`src/rtl/cpu_pkg.sv`:
```
// cpu_pkg: shared constants for the 16-bit pipelined CPU.
//   - Default datapath / register-address / opcode / counter widths.
//   - ALU opcode codes used by decode, the operand stage and the ALU.
// No ports; imported with "import cpu_pkg::*;".
package cpu_pkg;

  localparam int CPU_DATA_W      = 16;
  localparam int CPU_REG_AW      = 3;
  localparam int CPU_OP_W        = 4;
  localparam int CPU_STALL_CNT_W = 16;

  typedef enum logic [3:0] {
    ALU_ADD = 4'd0,
    ALU_SUB = 4'd1,
    ALU_AND = 4'd2,
    ALU_OR  = 4'd3,
    ALU_XOR = 4'd4
  } alu_op_e;

  localparam logic [3:0] OP_ADD = 4'(ALU_ADD);
  localparam logic [3:0] OP_SUB = 4'(ALU_SUB);
  localparam logic [3:0] OP_AND = 4'(ALU_AND);
  localparam logic [3:0] OP_OR  = 4'(ALU_OR);
  localparam logic [3:0] OP_XOR = 4'(ALU_XOR);

endpackage

```
`src/rtl/fwd_sel.sv`:
```
// fwd_sel: source-operand select for one ALU operand.
//   Picks the value of register 'rs' as seen by the instruction sitting in EX:
//   r0 reads 0; with FWD_EN defined the EX/MEM writer wins over the MEM/WB
//   writer, which wins over the data latched (and snooped) in the stage.
//   Without FWD_EN only the r0 rule and the latched data are used.
// Configuration macro: FWD_EN.
// Ports:
//   rs                          register index of this operand
//   held_data                   data latched in the ID/EX register
//   mem_wr_en/mem_rd/mem_result EX/MEM writer
//   wb_wr_en/wb_rd/wb_result    MEM/WB writer
//   data                        selected operand value
module fwd_sel
  import cpu_pkg::*;
#(
  parameter int DATA_W = CPU_DATA_W,
  parameter int REG_AW = CPU_REG_AW
) (
  input  logic [REG_AW-1:0] rs,
  input  logic [DATA_W-1:0] held_data,
  input  logic              mem_wr_en,
  input  logic [REG_AW-1:0] mem_rd,
  input  logic [DATA_W-1:0] mem_result,
  input  logic              wb_wr_en,
  input  logic [REG_AW-1:0] wb_rd,
  input  logic [DATA_W-1:0] wb_result,
  output logic [DATA_W-1:0] data
);

`ifdef FWD_EN
  logic mem_hit;
  logic wb_hit;

  always_comb begin
    mem_hit = mem_wr_en && (mem_rd == rs) && (mem_rd != '0);
    wb_hit  = wb_wr_en  && (wb_rd  == rs) && (wb_rd  != '0);
    data    = held_data;
    if (rs == '0)   data = '0;
    else if (mem_hit) data = mem_result;
    else if (wb_hit)  data = wb_result;
  end
`else
  // Writers are resolved by stalling and snooping elsewhere; their buses
  // are not needed here.
  logic unused_fwd;
  assign unused_fwd = ^{mem_wr_en, mem_rd, mem_result, wb_wr_en, wb_rd, wb_result};

  always_comb begin
    data = held_data;
    if (rs == '0) data = '0;
  end
`endif

endmodule

```
`src/rtl/ex_operand_stage.sv`:
```
// ex_operand_stage: ID/EX pipeline register and ALU operand select.
//   Latches decoded instructions, keeps held source data current by snooping
//   the MEM/WB writer, forwards from EX/MEM and MEM/WB (FWD_EN) or stalls on
//   RAW hazards (FWD_EN undefined), negates operand_b for SUB, and counts
//   decode stall cycles.
// Configuration macro: FWD_EN (defined = forwarding, undefined = interlock).
// Ports:
//   clk, rst_n                     clock (rising edge), async active-low reset
//   id_valid/id_ready              decode -> stage handshake
//   id_alu_op, id_rs1, id_rs2, id_rs1_data, id_rs2_data, id_imm,
//   id_use_imm, id_rd, id_wr_en    decoded instruction fields
//   flush                          kill stage contents (branch redirect)
//   ex_ready/ex_valid              stage -> execute handshake
//   ex_alu_op, ex_operand_a, ex_operand_b, ex_rd, ex_wr_en   to ALU / down the pipe
//   mem_wr_en/mem_rd/mem_result    EX/MEM writer
//   wb_wr_en/wb_rd/wb_result       MEM/WB writer (register-file write port)
//   stall_count                    saturating count of id_valid && !id_ready cycles
//
// Handshake: a transfer happens on a rising edge where valid && ready are both
// high. The sender holds its payload stable while valid is high and ready is
// low; ready never depends on the receiver's own valid being accepted first.
module ex_operand_stage
  import cpu_pkg::*;
#(
  parameter int DATA_W      = CPU_DATA_W,
  parameter int REG_AW      = CPU_REG_AW,
  parameter int OP_W        = CPU_OP_W,
  parameter int STALL_CNT_W = CPU_STALL_CNT_W
) (
  input  logic                   clk,
  input  logic                   rst_n,
  input  logic                   id_valid,
  output logic                   id_ready,
  input  logic [OP_W-1:0]        id_alu_op,
  input  logic [REG_AW-1:0]      id_rs1,
  input  logic [REG_AW-1:0]      id_rs2,
  input  logic [DATA_W-1:0]      id_rs1_data,
  input  logic [DATA_W-1:0]      id_rs2_data,
  input  logic [DATA_W-1:0]      id_imm,
  input  logic                   id_use_imm,
  input  logic [REG_AW-1:0]      id_rd,
  input  logic                   id_wr_en,
  input  logic                   flush,
  input  logic                   ex_ready,
  output logic                   ex_valid,
  output logic [OP_W-1:0]        ex_alu_op,
  output logic [DATA_W-1:0]      ex_operand_a,
  output logic [DATA_W-1:0]      ex_operand_b,
  output logic [REG_AW-1:0]      ex_rd,
  output logic                   ex_wr_en,
  input  logic                   mem_wr_en,
  input  logic [REG_AW-1:0]      mem_rd,
  input  logic [DATA_W-1:0]      mem_result,
  input  logic                   wb_wr_en,
  input  logic [REG_AW-1:0]      wb_rd,
  input  logic [DATA_W-1:0]      wb_result,
  output logic [STALL_CNT_W-1:0] stall_count
);

  logic                   valid_q;
  logic [OP_W-1:0]        op_q;
  logic [REG_AW-1:0]      rs1_q;
  logic [REG_AW-1:0]      rs2_q;
  logic [DATA_W-1:0]      rs1_data_q;
  logic [DATA_W-1:0]      rs2_data_q;
  logic [DATA_W-1:0]      imm_q;
  logic                   use_imm_q;
  logic [REG_AW-1:0]      rd_q;
  logic                   wr_en_q;
  logic [STALL_CNT_W-1:0] stall_q;

  logic                   hazard_stall;
  logic                   load;
  logic [DATA_W-1:0]      src_a;
  logic [DATA_W-1:0]      src_b;
  logic [DATA_W-1:0]      b_raw;

  // ---------------------------------------------------------------- hazards
`ifdef FWD_EN
  assign hazard_stall = 1'b0;
`else
  logic rs1_hit;
  logic rs2_hit;

  // A producer still in EX or MEM has not reached the register file yet.
  // WB needs no stall: the register file is write-first and held data is
  // snooped.
  always_comb begin
    rs1_hit = (id_rs1 != '0) &&
              ((valid_q && wr_en_q && (id_rs1 == rd_q)) ||
               (mem_wr_en && (id_rs1 == mem_rd)));
    rs2_hit = !id_use_imm && (id_rs2 != '0) &&
              ((valid_q && wr_en_q && (id_rs2 == rd_q)) ||
               (mem_wr_en && (id_rs2 == mem_rd)));
    hazard_stall = id_valid && (rs1_hit || rs2_hit);
  end
`endif

  assign id_ready = !flush && (!valid_q || ex_ready) && !hazard_stall;
  assign load     = id_valid && id_ready;

  // ------------------------------------------------------- pipeline register
  always_ff @(posedge clk or negedge rst_n) begin
    if (!rst_n) begin
      valid_q    <= 1'b0;
      op_q       <= '0;
      rs1_q      <= '0;
      rs2_q      <= '0;
      rs1_data_q <= '0;
      rs2_data_q <= '0;
      imm_q      <= '0;
      use_imm_q  <= 1'b0;
      rd_q       <= '0;
      wr_en_q    <= 1'b0;
    end else begin
      if (flush)                   valid_q <= 1'b0;
      else if (load)               valid_q <= 1'b1;
      else if (ex_ready && valid_q) valid_q <= 1'b0;

      if (load) begin
        op_q       <= id_alu_op;
        rs1_q      <= id_rs1;
        rs2_q      <= id_rs2;
        rs1_data_q <= id_rs1_data;
        rs2_data_q <= id_rs2_data;
        imm_q      <= id_imm;
        use_imm_q  <= id_use_imm;
        rd_q       <= id_rd;
        wr_en_q    <= id_wr_en;
      end else begin
        // Snoop the register-file write so a held instruction never goes stale.
        if (wb_wr_en && (wb_rd != '0) && (wb_rd == rs1_q)) rs1_data_q <= wb_result;
        if (wb_wr_en && (wb_rd != '0) && (wb_rd == rs2_q)) rs2_data_q <= wb_result;
      end
    end
  end

  // ------------------------------------------------------------ stall count
  always_ff @(posedge clk or negedge rst_n) begin
    if (!rst_n) begin
      stall_q <= '0;
    end else if (id_valid && !id_ready && (stall_q != '1)) begin
      stall_q <= stall_q + STALL_CNT_W'(1);
    end
  end

  // ---------------------------------------------------------- operand select
  fwd_sel #(.DATA_W(DATA_W), .REG_AW(REG_AW)) u_fwd_a (
    .rs         (rs1_q),
    .held_data  (rs1_data_q),
    .mem_wr_en  (mem_wr_en),
    .mem_rd     (mem_rd),
    .mem_result (mem_result),
    .wb_wr_en   (wb_wr_en),
    .wb_rd      (wb_rd),
    .wb_result  (wb_result),
    .data       (src_a)
  );

  fwd_sel #(.DATA_W(DATA_W), .REG_AW(REG_AW)) u_fwd_b (
    .rs         (rs2_q),
    .held_data  (rs2_data_q),
    .mem_wr_en  (mem_wr_en),
    .mem_rd     (mem_rd),
    .mem_result (mem_result),
    .wb_wr_en   (wb_wr_en),
    .wb_rd      (wb_rd),
    .wb_result  (wb_result),
    .data       (src_b)
  );

  assign b_raw = use_imm_q ? imm_q : src_b;

  // SUB reuses the ALU adder: present the two's complement of b.
  always_comb begin
    ex_operand_b = b_raw;
    if (op_q == OP_W'(OP_SUB)) ex_operand_b = ~b_raw + DATA_W'(1);
  end

  assign ex_operand_a = src_a;
  assign ex_valid     = valid_q;
  assign ex_alu_op    = op_q;
  assign ex_rd        = rd_q;
  assign ex_wr_en     = wr_en_q;
  assign stall_count  = stall_q;

endmodule

```
`config.mk`:
```
export PLATFORM = sky130hd
export DESIGN_NAME = ex_operand_stage
export DESIGN_NICKNAME = d
export VERILOG_FILES = /design/src/rtl/cpu_pkg.sv /design/src/rtl/fwd_sel.sv /design/src/rtl/ex_operand_stage.sv
export SDC_FILE = /design/constraint.sdc
export NUM_CORES = 1
export LEC_CHECK = 0
export CAP_MARGIN = 30
export CORE_MARGIN = 3
export CORE_UTILIZATION = 40
export DETAILED_ROUTE_END_ITERATION = 16
export GPL_TIMING_DRIVEN = 0
export PLACE_DENSITY_LB_ADDON = 0.15
export SYNTH_ARGS = -nofsm -noshare
export SYNTH_HDL_FRONTEND = slang
export SYNTH_SLANG_ARGS = --single-unit
```
`constraint.sdc`:
```
create_clock -name clk -period 5 [get_ports clk]
set_clock_uncertainty 0.1 [all_clocks]
set_input_delay 1 -clock clk [delete_from_list [all_inputs] [get_ports clk]]
set_output_delay 1 -clock clk [all_outputs]
set_load 0.05 [all_outputs]
```
==> results of run 1 <==
-- state kept, by name (all words and copies together) (netlist names) --
register / count
ex_alu_op: 4
ex_rd: 3
ex_valid: 1
ex_wr_en: 1
imm_q: 16
rs1_data_q: 16
rs1_q: 3
rs2_data_q: 16
rs2_q: 3
stall_count: 16
use_imm_q: 1
-- worst max-delay path, cell delays in order, from the launching register on --
cell and delay, ns:
sky130_fd_sc_hd__dfrtp_1 0.35, sky130_fd_sc_hd__clkbuf_1 0.36, sky130_fd_sc_hd__clkbuf_1 0.38, sky130_fd_sc_hd__clkbuf_1 0.43, sky130_fd_sc_hd__a22oi_1 0.20, sky130_fd_sc_hd__ha_1 0.27, sky130_fd_sc_hd__inv_1 0.12, sky130_fd_sc_hd__a21oi_1 0.06
sky130_fd_sc_hd__o211ai_1 0.13, sky130_fd_sc_hd__nor2b_1 0.10, sky130_fd_sc_hd__a21oi_1 0.21, sky130_fd_sc_hd__xnor2_1 0.14, sky130_fd_sc_hd__dlygate4sd2_1 0.54
-- cell usage after synthesis, drive strengths merged (4+ instances only) --
library cell	count	area, µm²
nor4	5	56.3
a21oi	8	43.8
nand2	15	63.8
nand4	5	31.3
nor2b	18	113
nor3	10	50.1
xor2	28	245
nor2	13	48.8
o21ai	16	80.1
nand3	7	35.0
inv	4	15.0
dfrtp	80	2000
clkbuf	8	30.0
o31ai	6	50.1
buf	13	109
a22oi	14	105
mux2	96	1080
xnor2	17	149
or4	6	52.6
-- layer usage --
layer	share of wire (%)	wire length, µm
met2	49	6340
met4	1.0	130
met5	0	0
met1	43	5490
met3	7.0	907
-- where the power goes --
group	switching, mW	internal (mW)	leakage [nW]
Sequential	0.161	0.818	0.954
Clock	0.259	0.502	0.170
Combinational	0.943	0.668	1.56
Total	1.36	1.99	2.68
-- layout make-up --
class | count | area share (%)
tap | 140 | 2.64
buffer | 21 | 2.11
clock inverter | 5 | 1.57
clock buffer | 11 | 3.66
multi-input combinational | 292 | 36.9
sequential | 80 | 30.2
inverter | 4 | 0.226
timing repair buffer | 149 | 22.7
-- stage by stage --
stage	cell area, µm²	setup TNS (ns)	utilization (%)
3_5_place_dp	6280	0	57.0
2_1_floorplan	4600	0	-
5_1_grt	6630	0	60.1
3_3_place_gp	6260	-12.48	56.7
6_report	6630	0	60.1
4_1_cts	6630	0	60.1
-- worst min-delay path by stage --
stage                     slack, ns  cells past startpoint         endpoint
after global routing           0.42                      1   stall_count[9]
after CTS                      0.40                      1   stall_count[5]
after floorplan                0.38                      1        imm_q[13]
after global placement         0.38                      1   stall_count[5]
final                          0.40                      1  stall_count[14]
after detailed placement       0.38                      1   stall_count[5]
-- timing repair --
| action | CTS | global route |
|---|---|---|
| setup buffers | 0 | 0 |
| setup endpoints to repair | 2 | 5 |
| hold buffers | 0 | 0 |
| gates resized for setup | 2 | 3 |
-- logic make-up (layout without fill, tap and decap cells) --
| family | Yosys count | after routing | synth area share (%) |
|---|---|---|---|
| AOI/OAI and AO/OA | 56 | 56 | 8.51 |
| xor gates and xnor gates | 45 | 45 | 8.57 |
| adders and majority gates | 2 | 2 | 0.544 |
| buffers and inverters | 25 | 190 | 3.35 |
| DFF | 80 | 80 | 43.5 |
| muxes | 96 | 96 | 23.5 |
| and+or+nand+nor | 93 | 93 | 12.0 |
==> impl_summary.md, run 1 <==
Status
The flow ran to the end, and the final reports show no timing, DRC or antenna violations.

Worst setup path
The reg-to-reg endpoint is ex_alu_op[1]. The cell count of the worst reg-to-reg path is 6. Data arrives at the worst endpoint at 3.61 ns. The critical path ends at ex_operand_b[14]. The launch point of the critical path is use_imm_q.

The register-to-register path setup slack is 2.45 ns. STA classifies the critical path endpoint as an output port. For the worst setup path, the data required time is slightly below 4 ns. The category of the worst setup path launch point is a register. The largest driver fanout on the critical path is 10. The startpoint identified for the worst register-to-register timing path is ex_rd[2].

The start-to-end type of the worst setup path is register to output port.

Floorplanning
The floorplan step defined a die boundary enclosing between 0.01 and 0.015 mm². The I/O pin count is about 170. The floorplan die width is about 110 µm.

The initial utilization of the core area, before any placement, comes to a little over two fifths. The vertical die dimension is between 100 and 150 µm. The number of rows created at floorplan is 38. After floorplanning, the core was sized to cover about 0.011 mm².

CTS
The H-tree was split into 3 levels. Counting the buffers created by CTS gives 9. The clock tree buffer depth is 2. The clock insertion delay at the later pin of the skew report is around 0.33 ns.

TritonCTS built the clock tree. The total number of clock tree sinks is 80. Clock-pin slew was measured on the worst setup and hold paths at about 0.06 ns. CTS placed an instance of sky130_fd_sc_hd__clkbuf_16 at the clock tree root.

Detailed routing
Dividing the detail-routed via count by the number of cells gives ~5.3. The detail route stage leaves a number of antenna-violating nets equal to 0. The detail-routed net length per standard cell is between 15 and 20 µm. For this block, the initial DRC count from the detailed router was about 160. The number of iterations in the first detailed-routing pass is 4.

The number of remaining DRC errors is 0. The final layout contains routed wiring with a total length of 12900 µm. The routed layout has approximately 3700 vias.

Layout
The post-layout net count is 667. Summing all multi-input logic gate instances after layout gives roughly 0.0024 mm². The library cell used most frequently in the layout, excluding fill and tap cells, is sky130_fd_sc_hd__clkdlybuf4s50_1. The area used by sequential logic in the layout is approximately 0.002 mm².

The antenna diode instance count is 0. Cells with a size suffix above 1 make up between 20% and 30% of the layout. The finished layout holds 702 standard cells, fillers aside. The growth of design area from synthesis to finish is 44.1%. The filler cell count in the final layout is a little under 1000. In the layout the commonest cells are sky130_fd_sc_hd__clkdlybuf4s50_1, sky130_fd_sc_hd__mux2_2, sky130_fd_sc_hd__dfrtp_1, sky130_fd_sc_hd__xor2_1, sky130_fd_sc_hd__nor2b_1.

Power
The overall power consumption is about 3.4 mW. The power density of the placed cells is 505 mW/mm². The reported leakage power is about 2.7 nW. VDD sags by at most ~0.37 mV.

Place
The count of input and output buffers is 148. The placed cell count is approximately 690. Before CTS, the worst setup slack after placement is roughly 0.26 ns. The detailed placement HPWL is just under 10000 µm.

The final RePlAce weighted congestion is just over 0.9.

Yosys
The most instantiated flip-flop cell in the synthesis netlist is sky130_fd_sc_hd__dfrtp_1. Counting every net in the synthesized netlist gives just over 500. The proportion of synthesized chip area in sequential cells is between 40% and 50%. The Yosys step of the flow raised 0 warnings. Synthesis inferred 80 register bits. The async set or reset register ratio after synthesis is 100%. After synthesis the cells add up to between 0.004 and 0.005 mm². After synthesis, the netlist uses 46 different library cells. In the synthesized netlist, the number of instances is 397.

The number of enable flip-flop cells after synthesis is 0. The post-synthesis average cell area is roughly 12 µm².

Timing
The fmax is 0.212 GHz. The total count of hold-check failures in the final report was 0. The final number of max-transition violations is 0. The post-layout minimum cycle time is ~4.7 ns.

The post-route worst setup slack is approximately 0.29 ns. Hold is met by 0.398 ns. Setup repair after global routing left no endpoint under its margin.

After layout, the worst path uses 94.2% of the clock period. Setup violations remaining at the end of the flow were counted as 0. The actual slew at the worst max-slew pin is between 0.8 and 0.9 ns.

The worst pin sits at a relative slew slack of between 30% and 40%.

Hold path
In this run the most critical hold path is launched from stall_count[14]. The classification of the worst-slack hold path is register to register.

Global routing
For met3 alone, demand over resource in global routing was about 5.8%. The wire length of the first global-routing pass is approximately 20000 µm. The number of global-route vias before repair was ~3800. Entering global routing, the biggest net connects 45 pins. In the global route stage, met2 resource usage came out at 33.9%. The number of antenna violations at the first check in global routing is 0. The overall global routing resource usage is 20.2%.

Global routing finished with a remaining overflow of 0. The global routing met1 resource utilization is about a quarter. After global routing, the most crowded layer is met2.

Run
Across the run, the number of max-cap violations was 0.
No activity file was read; power rests on OpenSTA's default activity.
==> run 2: changes to the inputs <==
--- a/config.mk
+++ b/config.mk
@@ -5,6 +5,7 @@
 export SDC_FILE = /design/constraint.sdc
 export NUM_CORES = 1
 export LEC_CHECK = 0
+export ABC_CLOCK_PERIOD_IN_PS = 5000
 export CAP_MARGIN = 30
 export CORE_MARGIN = 3
 export CORE_UTILIZATION = 40
==> results of run 2 <==
Final layout, timing and power as in run 1 (identical DEF).
==> edit, RTL diff (flow settings as in run 2) <==
Change the package constant `CPU_REG_AW` from 3 to 5.
--- a/src/rtl/cpu_pkg.sv
+++ b/src/rtl/cpu_pkg.sv
@@ -6,5 +6,5 @@
 
   localparam int CPU_DATA_W      = 16;
-  localparam int CPU_REG_AW      = 3;
+  localparam int CPU_REG_AW      = 5;
   localparam int CPU_OP_W        = 4;
   localparam int CPU_STALL_CNT_W = 16;
Ports: changed (6 resized); port bits go from 166 to 178. No check against the original RTL was run, so the function may have changed too.
==> edit against run 2 <==
- wire length rose by 14%
- sequential share of layout area fell by 0.54 points
- setup slack got worse by 70 ps
- core utilization fell by 0.67 points
- design area rose by 9.5%
- synthesized cell count rose by 24%
- largest power group unchanged
- critical path depth fell by 2
- combinational power fell by 20%
- total power fell by 8.9%
- area after synthesis rose by 10%
- global-route usage rose by 1.2 points
- final cell count rose by 19%
- sequential cell count rose by 6
==> edit: results (changes against run 2) <==
Outcome
  • Status: finished clean (unchanged)

Placement
  • Final Wtd Congestion: 0.892 (was 0.930)
  • Placed Instance Area: 0.00691 mm2 (was 0.00628 mm2)
  • Post-detail-place hpwl: 11.1 mm (was 9.92 mm)

Cells and area
  • # fillers: 1116 (was 965)
  • Share of cells above drive strength 1: 0.110 (was 0.242)
  • # nets final: 785 (was 667)
  • Final instance area: 0.00726 mm2 (was 0.00663 mm2)

GRT
  • Met3 usage: 0.0746 (was 0.0578)
  • First-pass GRT wire length: 23.9 mm (was 20.3 mm)
  • Vias in the first global route: 4480 (was 3793)
  • Met1 GRT Util: 0.279 (was 0.260)
  • GR Util met2: 0.332 (was 0.339)
  • Largest net degree at the start of global routing: 58 (was 45)

Timing
  • Slew headroom: 0.345 (was 0.397)
  • Final period util: 0.956 (was 0.942)

Detailed routing
  • Wl on met1: 6.59 mm (was 5.49 mm)
  • Number of DRC markers in iteration 0: 236 (was 157)
  • Routed wl met3: 1.19 mm (was 907 um)
  • Met2 wire len: 6.60 mm (was 6.34 mm)
  • Post-DR vias/cell: 5.19 (was 5.31)
  • Routed wire per std cell: 17.5 um (was 18.3 um)

Synthesis
  • Synth Area in Compound Gates: 0.101 (was 0.0851)
  • Top cells by count, synth: dfrtp_1 (86), nand2_1 (73), o21ai_1 (39), mux2_4 (36), mux2i_1 (32) (was mux2_2 (92), dfrtp_1 (80), xor2_1 (28), nor2b_1 (18), xnor2_1 (17))
  • Synth area leaders: dfrtp_1 (43%), mux2_4 (11%), mux2i_1 (6.3%), nand2_1 (5.4%), xnor2_1 (5.2%) (was dfrtp_1 (44%), mux2_2 (23%), xor2_1 (5.3%), xnor2_1 (3.2%), nor2b_1 (2.4%))
  • Syn Nets: 612 (was 507)
  • Post-synthesis adder-cell area fraction: 0.00494 (was 0.00544)
  • Post-synthesis mux area share: 0.183 (was 0.235)

Power and ir drop
  • Clock network power share: 0.260 (was 0.227)
  • Combinational logic power: 1.28 mW (was 1.61 mW)
  • Sw power: 1.19 mW (was 1.36 mW)

Clock tree
  • CTS resizes: 4 (was 2)
==> edit: cell types whose count changed in the layout (fill, tap and decap cells not counted), moves of 13 or more <==
cell	delta
a22oi_1	-13
mux2_2	-91
mux2_4	+36
mux2i_1	+32
nand2_1	+59
o21ai_1	+38
xnor2_1	+13
==> edit: area by class of cell <==
class,count,share of cell area
inverters,3,0.00155
multi-input cells,380,0.381
repair buffers,162,0.225
clock inverters,5,0.0147
plain buffers,23,0.0184
clock buffers,11,0.0334
flip-flops and latches,86,0.297
well taps,168,0.0290
==> edit: per-stage QoR <==
| stage | utilization | setup TNS [ps] | cells | total power [mW] | hold slack [ps] |
|---|---|---|---|---|---|
| CTS | 0.594 | 0 | 838 | 3.08 | 411 |
| detailed placement | 0.566 | 0 | 822 | 2.28 | 395 |
| global route | 0.594 | 0 | 838 | 3.20 | 425 |
| global placement | 0.564 | -35050 | 821 | 2.26 | 379 |
| floorplan | - | 0 | 492 | 1.80 | 382 |
| finish | 0.594 | 0 | 838 | 3.05 | 409 |
==> edit: worst paths after layout <==
check                           startpoint              end  cells past startpoint
max reg2reg                       ex_rd[4]  stall_count[15]                      7
max                              use_imm_q  ex_operand_b[8]                     10
max in group asynchronous            rst_n   rs1_data_q[13]                      2
min                        stall_count[10]  stall_count[10]                      1
min reg2reg                stall_count[10]  stall_count[10]                      1
min in group asynchronous            rst_n         imm_q[6]                      1
==> edit: cells by family (layout without fill, tap and decap cells) <==
family | count (synthesis) | count (layout)
AND/OR/NAND/NOR | 164 | 164
flip-flops | 86 | 86
AO/OA/AOI/OAI | 85 | 85
multiplexers | 74 | 74
XOR/XNOR | 55 | 55
buffers and inverters | 26 | 204
adder cells (fa/ha/maj) | 2 | 2
